===== config.mk =====
export PLATFORM = sky130hd
export DESIGN_NAME = fp29i_fp16_pack
export DESIGN_NICKNAME = d
export VERILOG_FILES = /design/src/rtl/fp29i_fp16_pack.sv
export SDC_FILE = /design/constraint.sdc
export NUM_CORES = 1
export LEC_CHECK = 0
export BUFFER_PORTS_ARGS = -buffer_cell sky130_fd_sc_hd__buf_2
export CELL_PAD_IN_SITES_DETAIL_PLACEMENT = 0
export CELL_PAD_IN_SITES_GLOBAL_PLACEMENT = 2
export CORE_UTILIZATION = 34
export CTS_CLUSTER_SIZE = 30
export DETAILED_ROUTE_END_ITERATION = 16
export PLACE_DENSITY = 0.87
export SLEW_MARGIN = 20
export SYNTH_ARGS = -nofsm -noshare
export SYNTH_HDL_FRONTEND = slang
export SYNTH_SLANG_ARGS = --single-unit

===== constraint.sdc =====
create_clock -name clk -period 4.85 [get_ports clk]
set_clock_uncertainty 0.05 [all_clocks]
set_input_delay 1.455 -clock clk [delete_from_list [all_inputs] [get_ports clk]]
set_output_delay 1.455 -clock clk [all_outputs]
set_load 0.01 [all_outputs]

===== src/rtl/fp29i_fp16_pack.sv =====
// Packs one FP29i word (sign, 6b exp bias 31, 22b unnormalised mantissa) into IEEE binary16 with RNE rounding and flags.
// Latency: 3 cycles from accept edge to dout (input reg -> LZD -> align -> round/pack), 1 word/cycle.
// Backpressure: single global advance (~out_valid | out_ready) stalls every stage; in_ready mirrors it, bubbles are kept.
module fp29i_fp16_pack #(
    parameter bit SAT_OVF = 1'b0,
    parameter bit FTZ     = 1'b0
) (
    input  logic        clk,
    input  logic        rst_n,
    input  logic        in_valid,
    output logic        in_ready,
    input  logic        din_uni_y_sgn,
    input  logic [5:0]  din_uni_y_exp,
    input  logic [21:0] din_uni_y_man_dn,
    output logic        out_valid,
    input  logic        out_ready,
    output logic [15:0] dout_fp16,
    output logic [2:0]  dout_flags,
    output logic [2:0]  sticky_flags,
    input  logic        flag_clr
);

    logic adv;
    assign adv      = ~out_valid | out_ready;
    assign in_ready = adv;

    // ---------------- S1: input register + leading-zero detect ----------------
    logic        s1_vld;
    logic        s1_sgn;
    logic [5:0]  s1_exp;
    logic [21:0] s1_man;
    logic [4:0]  s1_lz;
    logic        s1_zero;

    always_ff @(posedge clk or negedge rst_n) begin
        if (!rst_n) begin
            s1_vld <= 1'b0;
            s1_sgn <= 1'b0;
            s1_exp <= '0;
            s1_man <= '0;
        end else if (adv) begin
            s1_vld <= in_valid;
            s1_sgn <= din_uni_y_sgn;
            s1_exp <= din_uni_y_exp;
            s1_man <= din_uni_y_man_dn;
        end
    end

    // Ascending scan: the highest set bit is the last one to write s1_lz.
    always_comb begin
        s1_lz = 5'd21;
        for (int i = 0; i <= 21; i++) begin
            if (s1_man[i]) s1_lz = 5'(21 - i);
        end
    end

    assign s1_zero = (s1_man == '0);

    // ---------------- S2: normalise and align to the fp16 grid ----------------
    logic        s2_vld;
    logic        s2_sgn;
    logic [5:0]  s2_exp;
    logic [21:0] s2_man;
    logic [4:0]  s2_lz;
    logic        s2_zero;

    always_ff @(posedge clk or negedge rst_n) begin
        if (!rst_n) begin
            s2_vld  <= 1'b0;
            s2_sgn  <= 1'b0;
            s2_exp  <= '0;
            s2_man  <= '0;
            s2_lz   <= '0;
            s2_zero <= 1'b0;
        end else if (adv) begin
            s2_vld  <= s1_vld;
            s2_sgn  <= s1_sgn;
            s2_exp  <= s1_exp;
            s2_man  <= s1_man;
            s2_lz   <= s1_lz;
            s2_zero <= s1_zero;
        end
    end

    logic [21:0]       s2_nsig;
    logic signed [6:0] s2_e;
    logic [6:0]        s2_sh;
    logic [43:0]       s2_wide;
    logic [21:0]       s2_sig;
    logic              s2_stk;
    logic [4:0]        s2_ef;
    logic              s2_tiny;
    logic              s2_ovf;

    always_comb begin
        s2_nsig = s2_man << s2_lz;
        s2_e    = $signed({1'b0, s2_exp}) - 7'sd16 - $signed({2'b00, s2_lz});
        s2_sh   = 7'd1 - $unsigned(s2_e);
        s2_wide = {s2_nsig, 22'd0} >> s2_sh;
        s2_tiny = (s2_e < 7'sd1);
        s2_ovf  = (s2_e >= 7'sd31);
        s2_sig  = s2_nsig;
        s2_stk  = 1'b0;
        s2_ef   = s2_e[4:0];
        if (s2_tiny) begin
            s2_ef = 5'd0;
            // Beyond 22 places nothing reaches the guard bit; only sticky survives.
            if (s2_sh >= 7'd23) begin
                s2_sig = '0;
                s2_stk = ~s2_zero;
            end else begin
                s2_sig = s2_wide[43:22];
                s2_stk = |s2_wide[21:0];
            end
        end
    end

    // ---------------- S3: round to nearest even and pack ----------------
    logic        s3_vld;
    logic        s3_sgn;
    logic [21:0] s3_sig;
    logic        s3_stk;
    logic [4:0]  s3_ef;
    logic        s3_tiny;
    logic        s3_ovf;
    logic        s3_zero;

    always_ff @(posedge clk or negedge rst_n) begin
        if (!rst_n) begin
            s3_vld  <= 1'b0;
            s3_sgn  <= 1'b0;
            s3_sig  <= '0;
            s3_stk  <= 1'b0;
            s3_ef   <= '0;
            s3_tiny <= 1'b0;
            s3_ovf  <= 1'b0;
            s3_zero <= 1'b0;
        end else if (adv) begin
            s3_vld  <= s2_vld;
            s3_sgn  <= s2_sgn;
            s3_sig  <= s2_sig;
            s3_stk  <= s2_stk;
            s3_ef   <= s2_ef;
            s3_tiny <= s2_tiny;
            s3_ovf  <= s2_ovf;
            s3_zero <= s2_zero;
        end
    end

    logic [9:0]  s3_frac;
    logic        s3_guard;
    logic        s3_stk_all;
    logic        s3_rup;
    logic [14:0] s3_sum;
    logic        s3_ovf_all;
    logic        s3_inexact;
    logic [15:0] s3_res;
    logic [2:0]  s3_flags;

    always_comb begin
        s3_frac    = s3_sig[20:11];
        s3_guard   = s3_sig[10];
        s3_stk_all = s3_stk | (|s3_sig[9:0]);
        s3_rup     = s3_guard & (s3_stk_all | s3_frac[0]);
        // Mantissa carry ripples into the exponent: subnormal->normal and binade steps come for free.
        s3_sum     = {s3_ef, s3_frac} + {14'd0, s3_rup};
        s3_ovf_all = s3_ovf | (s3_sum[14:10] == 5'd31);
        s3_inexact = s3_guard | s3_stk_all;
        s3_res     = {s3_sgn, s3_sum};
        s3_flags   = {1'b0, s3_tiny & s3_inexact, s3_inexact};
        if (s3_zero) begin
            s3_res   = {s3_sgn, 15'd0};
            s3_flags = 3'b000;
        end else if (s3_ovf_all) begin
            s3_res   = {s3_sgn, (SAT_OVF ? 15'h7BFF : 15'h7C00)};
            s3_flags = 3'b101;
        end else if (FTZ && s3_tiny) begin
            s3_res   = {s3_sgn, 15'd0};
            s3_flags = 3'b011;
        end
    end

    always_ff @(posedge clk or negedge rst_n) begin
        if (!rst_n) begin
            out_valid  <= 1'b0;
            dout_fp16  <= '0;
            dout_flags <= '0;
        end else if (adv) begin
            out_valid  <= s3_vld;
            dout_fp16  <= s3_res;
            dout_flags <= s3_flags;
        end
    end

    always_ff @(posedge clk or negedge rst_n) begin
        if (!rst_n) begin
            sticky_flags <= '0;
        end else if (flag_clr) begin
            sticky_flags <= '0;
        end else if (out_valid && out_ready) begin
            sticky_flags <= sticky_flags | dout_flags;
        end
    end

endmodule

==> summary.md <==
| Metric | Value |
|---|---|
| Final Setup Violations | 0 |
| Leading cell type in the layout, fill and taps excluded | nand2_1 |
| WL final | 27.63 mm |
| HPWL after DPL | 19.73 mm |
| Fmax | 232.6 MHz |
| Initial antenna violation count | 0 |
| Worst R2R Setup Slack | 550 ps |
| Nature of the critical path endpoint | register |
| Required @ worst endpoint | 5100 ps |
| Critical path startpoint category | register |
| Seq/Total Area, Yosys | 35.79% |
| Grt ovf | 0 |
| Period utilisation layout | 88.64% |
| Asr flop ratio synth | 100.0% |
| FF-to-FF path depth | 15 |
| Post-synth EDFFs | 0 |
| Tot GR Track Use | 21.80% |
| Largest net degree at the start of global routing | 130 |
| Layout cell share with drive strength beyond 1 | 16.15% |
| GPL Wtd Cong | 0.9202 |
| Register bit total from synthesis | 121 |
| Starting DRC count in detailed routing | 599 |
| Area of the core | 24390 µm² |
| Status | completed |
| Die Area | 25520 µm² |
| Count of cell types in the netlist | 78 |
| Worst hold endpoint | s3_vld |
| IO Count | 58 |
| Post-CTS Resized | 0 |
| Commonest cells after routing, fill and taps aside | nand2_1, dfrtp_1, nor2_1 |
| Filler Cell Count | 2528 |
| P&R area growth vs syn | 15.16% |
| Drt wl/cell | 19.89 µm |
| Nets | 1102 |
| Critical path type | register to register |
| Syn nets | 1062 |
| ANT cells | 0 |
| Worst-skew pair later-pin latency | 420 ps |
| Synth warnings | 0 |
| Vias in the first global route | 7543 |
| Synthesized instance count | 1012 |
| Final hold viol count | 0 |
| Slew margin rel. | 33.89% |
| Critical path's slowest cell | fa_1 |
| CTS tree | yes |
| Vias | 7933 |
| Worst Path Buf+Inv | 4 |
| TNS Setup | 0 ps |
| First-pass GRT wire length | 43.43 mm |
| FF-to-FF Start | s2_lz[1] |
| Starting Density | 34.69% |
| CTS hold repair buffers | 0 |
| Vias/cell | 5.711 |
| Detailed Routing Iterations Pass 1 | 5 |
| Multi-input logic area | 5069 µm² |
| Detail Route Antenna Nets | 0 |
| Post-synth top area cell | dfrtp_1 |
| Maxcap violations | 0 |
| Fin. max-slew vios | 0 |
| Storage cell area | 3029 µm² |
| Fin crit period | 4299 ps |
| Htree depth | 4 |
| Worst Hold Class | register to register |
| Clock tree root buffer cell | clkbuf_16 |
| Maximum fanout along the worst path | 32 |
| RSZ-0062 raised after global routing | false |
| Delay-heaviest family, CP | compound AO/OA/AOI/OAI gates |
| Drc violations | 0 |
| Hold Path Origin | s3_vld |
| Worst-path clk slew | 70 ps |
| FP Rows | 57 |
| IO Port Bufs | 57 |
| Top cells by area, synth | dfrtp_1, nand2_1, mux4_2, mux2i_1, nor2_1 |
| Main synth FF type | dfrtp_1 |
| Clock sink total | 121 |
| Synthesized area | 8461 µm² |
| Cell chain of the critical path | inv_1, ha_1, ha_1, inv_1, fa_1, inv_1, ha_1, buf_4, o31ai_1, o32a_1, o31ai_1, mux2_2, a211o_1, o311a_1, or3_1 |
| Largest stage delay, worst path | 570 ps |
| Post-CTS setup buffers | 0 |
| Reg2reg end | s3_stk |
| Die width | 159.7 µm |
| Worst-margin pin slew | 988.0 ps |
| CTS Buffer Depth | 2 |
| Vert. Die Dim | 159.7 µm |
| Hold path cells | 2 |
| Post-synth top area share | 35.79% |
| Avg Inst Size Synth | 8.360 µm² |
| Crit path DAT | 4550 ps |
| Cts bufs inserted | 17 |
## per-stage QoR
stage	cells	worst slack (ps)	util, %	instance area, µm²	hold slack [ps]
CTS	1389	563.4	39.95	9743	410.5
global placement	1357	619.1	37.54	9158	390.1
detailed placement	1357	591.8	37.54	9158	397.0
global route	1389	383.7	39.95	9743	442.2
floorplan	1012	119.1	-	8461	380.0
finish	1389	551.2	39.95	9743	409.6
## area by class of cell
| type | count | area share, % |
|---|---|---|
| clock buffers | 17 | 4.366 |
| clock inverters | 15 | 1.644 |
| inverters | 27 | 1.040 |
| multi-input cells | 796 | 52.02 |
| flip-flops and latches | 121 | 31.09 |
| well taps | 324 | 4.161 |
| repair buffers | 89 | 5.676 |
## how the worst max path moves through the flow
stage / from / to / slack (ps) / cells past startpoint
2_1_floorplan: s2_lz[1] / s3_stk / 120 / 16
3_3_place_gp: s2_lz[1] / s3_stk / 620 / 15
5_1_grt: s2_lz[1] / s3_stk / 380 / 15
3_5_place_dp: s2_lz[1] / s3_stk / 590 / 15
4_1_cts: s2_lz[1] / s3_stk / 560 / 15
6_report: s2_lz[1] / s3_stk / 550 / 15
## registers in the layout, indices dropped and copies added, names as in the netlist, 3 cells and up
register      cells
s1_man           22
s2_man           22
s3_sig           21
dout_fp16        16
s1_exp            6
s2_exp            6
s2_lz             5
s3_ef             5
dout_flags        3
sticky_flags      3
## logic make-up (layout without fill, tap and decap cells)
logic type,Yosys count,count (layout),synth area share [%]
DFF,121,121,35.79
AOI/OAI and AO/OA,255,255,21.59
xor gates and xnor gates,20,20,2.070
buffers and inverters,95,148,4.481
muxes,69,69,11.34
and+or+nand+nor,436,436,22.27
adders and majority gates,16,16,2.455
## per-layer routing
layer / share of wire (%) / up-vias / global-route usage, % / wire length [µm]
met1: 46 / 3864 / 30.31 / 12730
li1: - / 3757 / - / -
met2: 47 / 269 / 34.18 / 12850
met3: 5.5 / 43 / 3.974 / 1515
met5: 0 / - / 0 / 0
met4: 1.9 / 0 / 6.906 / 532
## Yosys cell counts (all sizes together) (13+ instances only)
| library cell | instances |
|---|---|
| o221ai | 13 |
| clkbuf | 51 |
| nand3 | 24 |
| mux4 | 20 |
| mux2i | 37 |
| nor2 | 69 |
| nor3 | 31 |
| dfrtp | 121 |
| a21oi | 38 |
| a22oi | 13 |
| o21ai | 55 |
| buf | 17 |
| ha | 15 |
| xnor2 | 14 |
| inv | 25 |
| nand2 | 250 |
## tightest hold or removal path, delay by kind of cell (launching register included)
kind          cells  cell delay [ps]
flops             1              340
simple gates      2               90
Power is not shown: default switching activity piles up to over one toggle a cycle in this logic, so the estimate is an artifact.
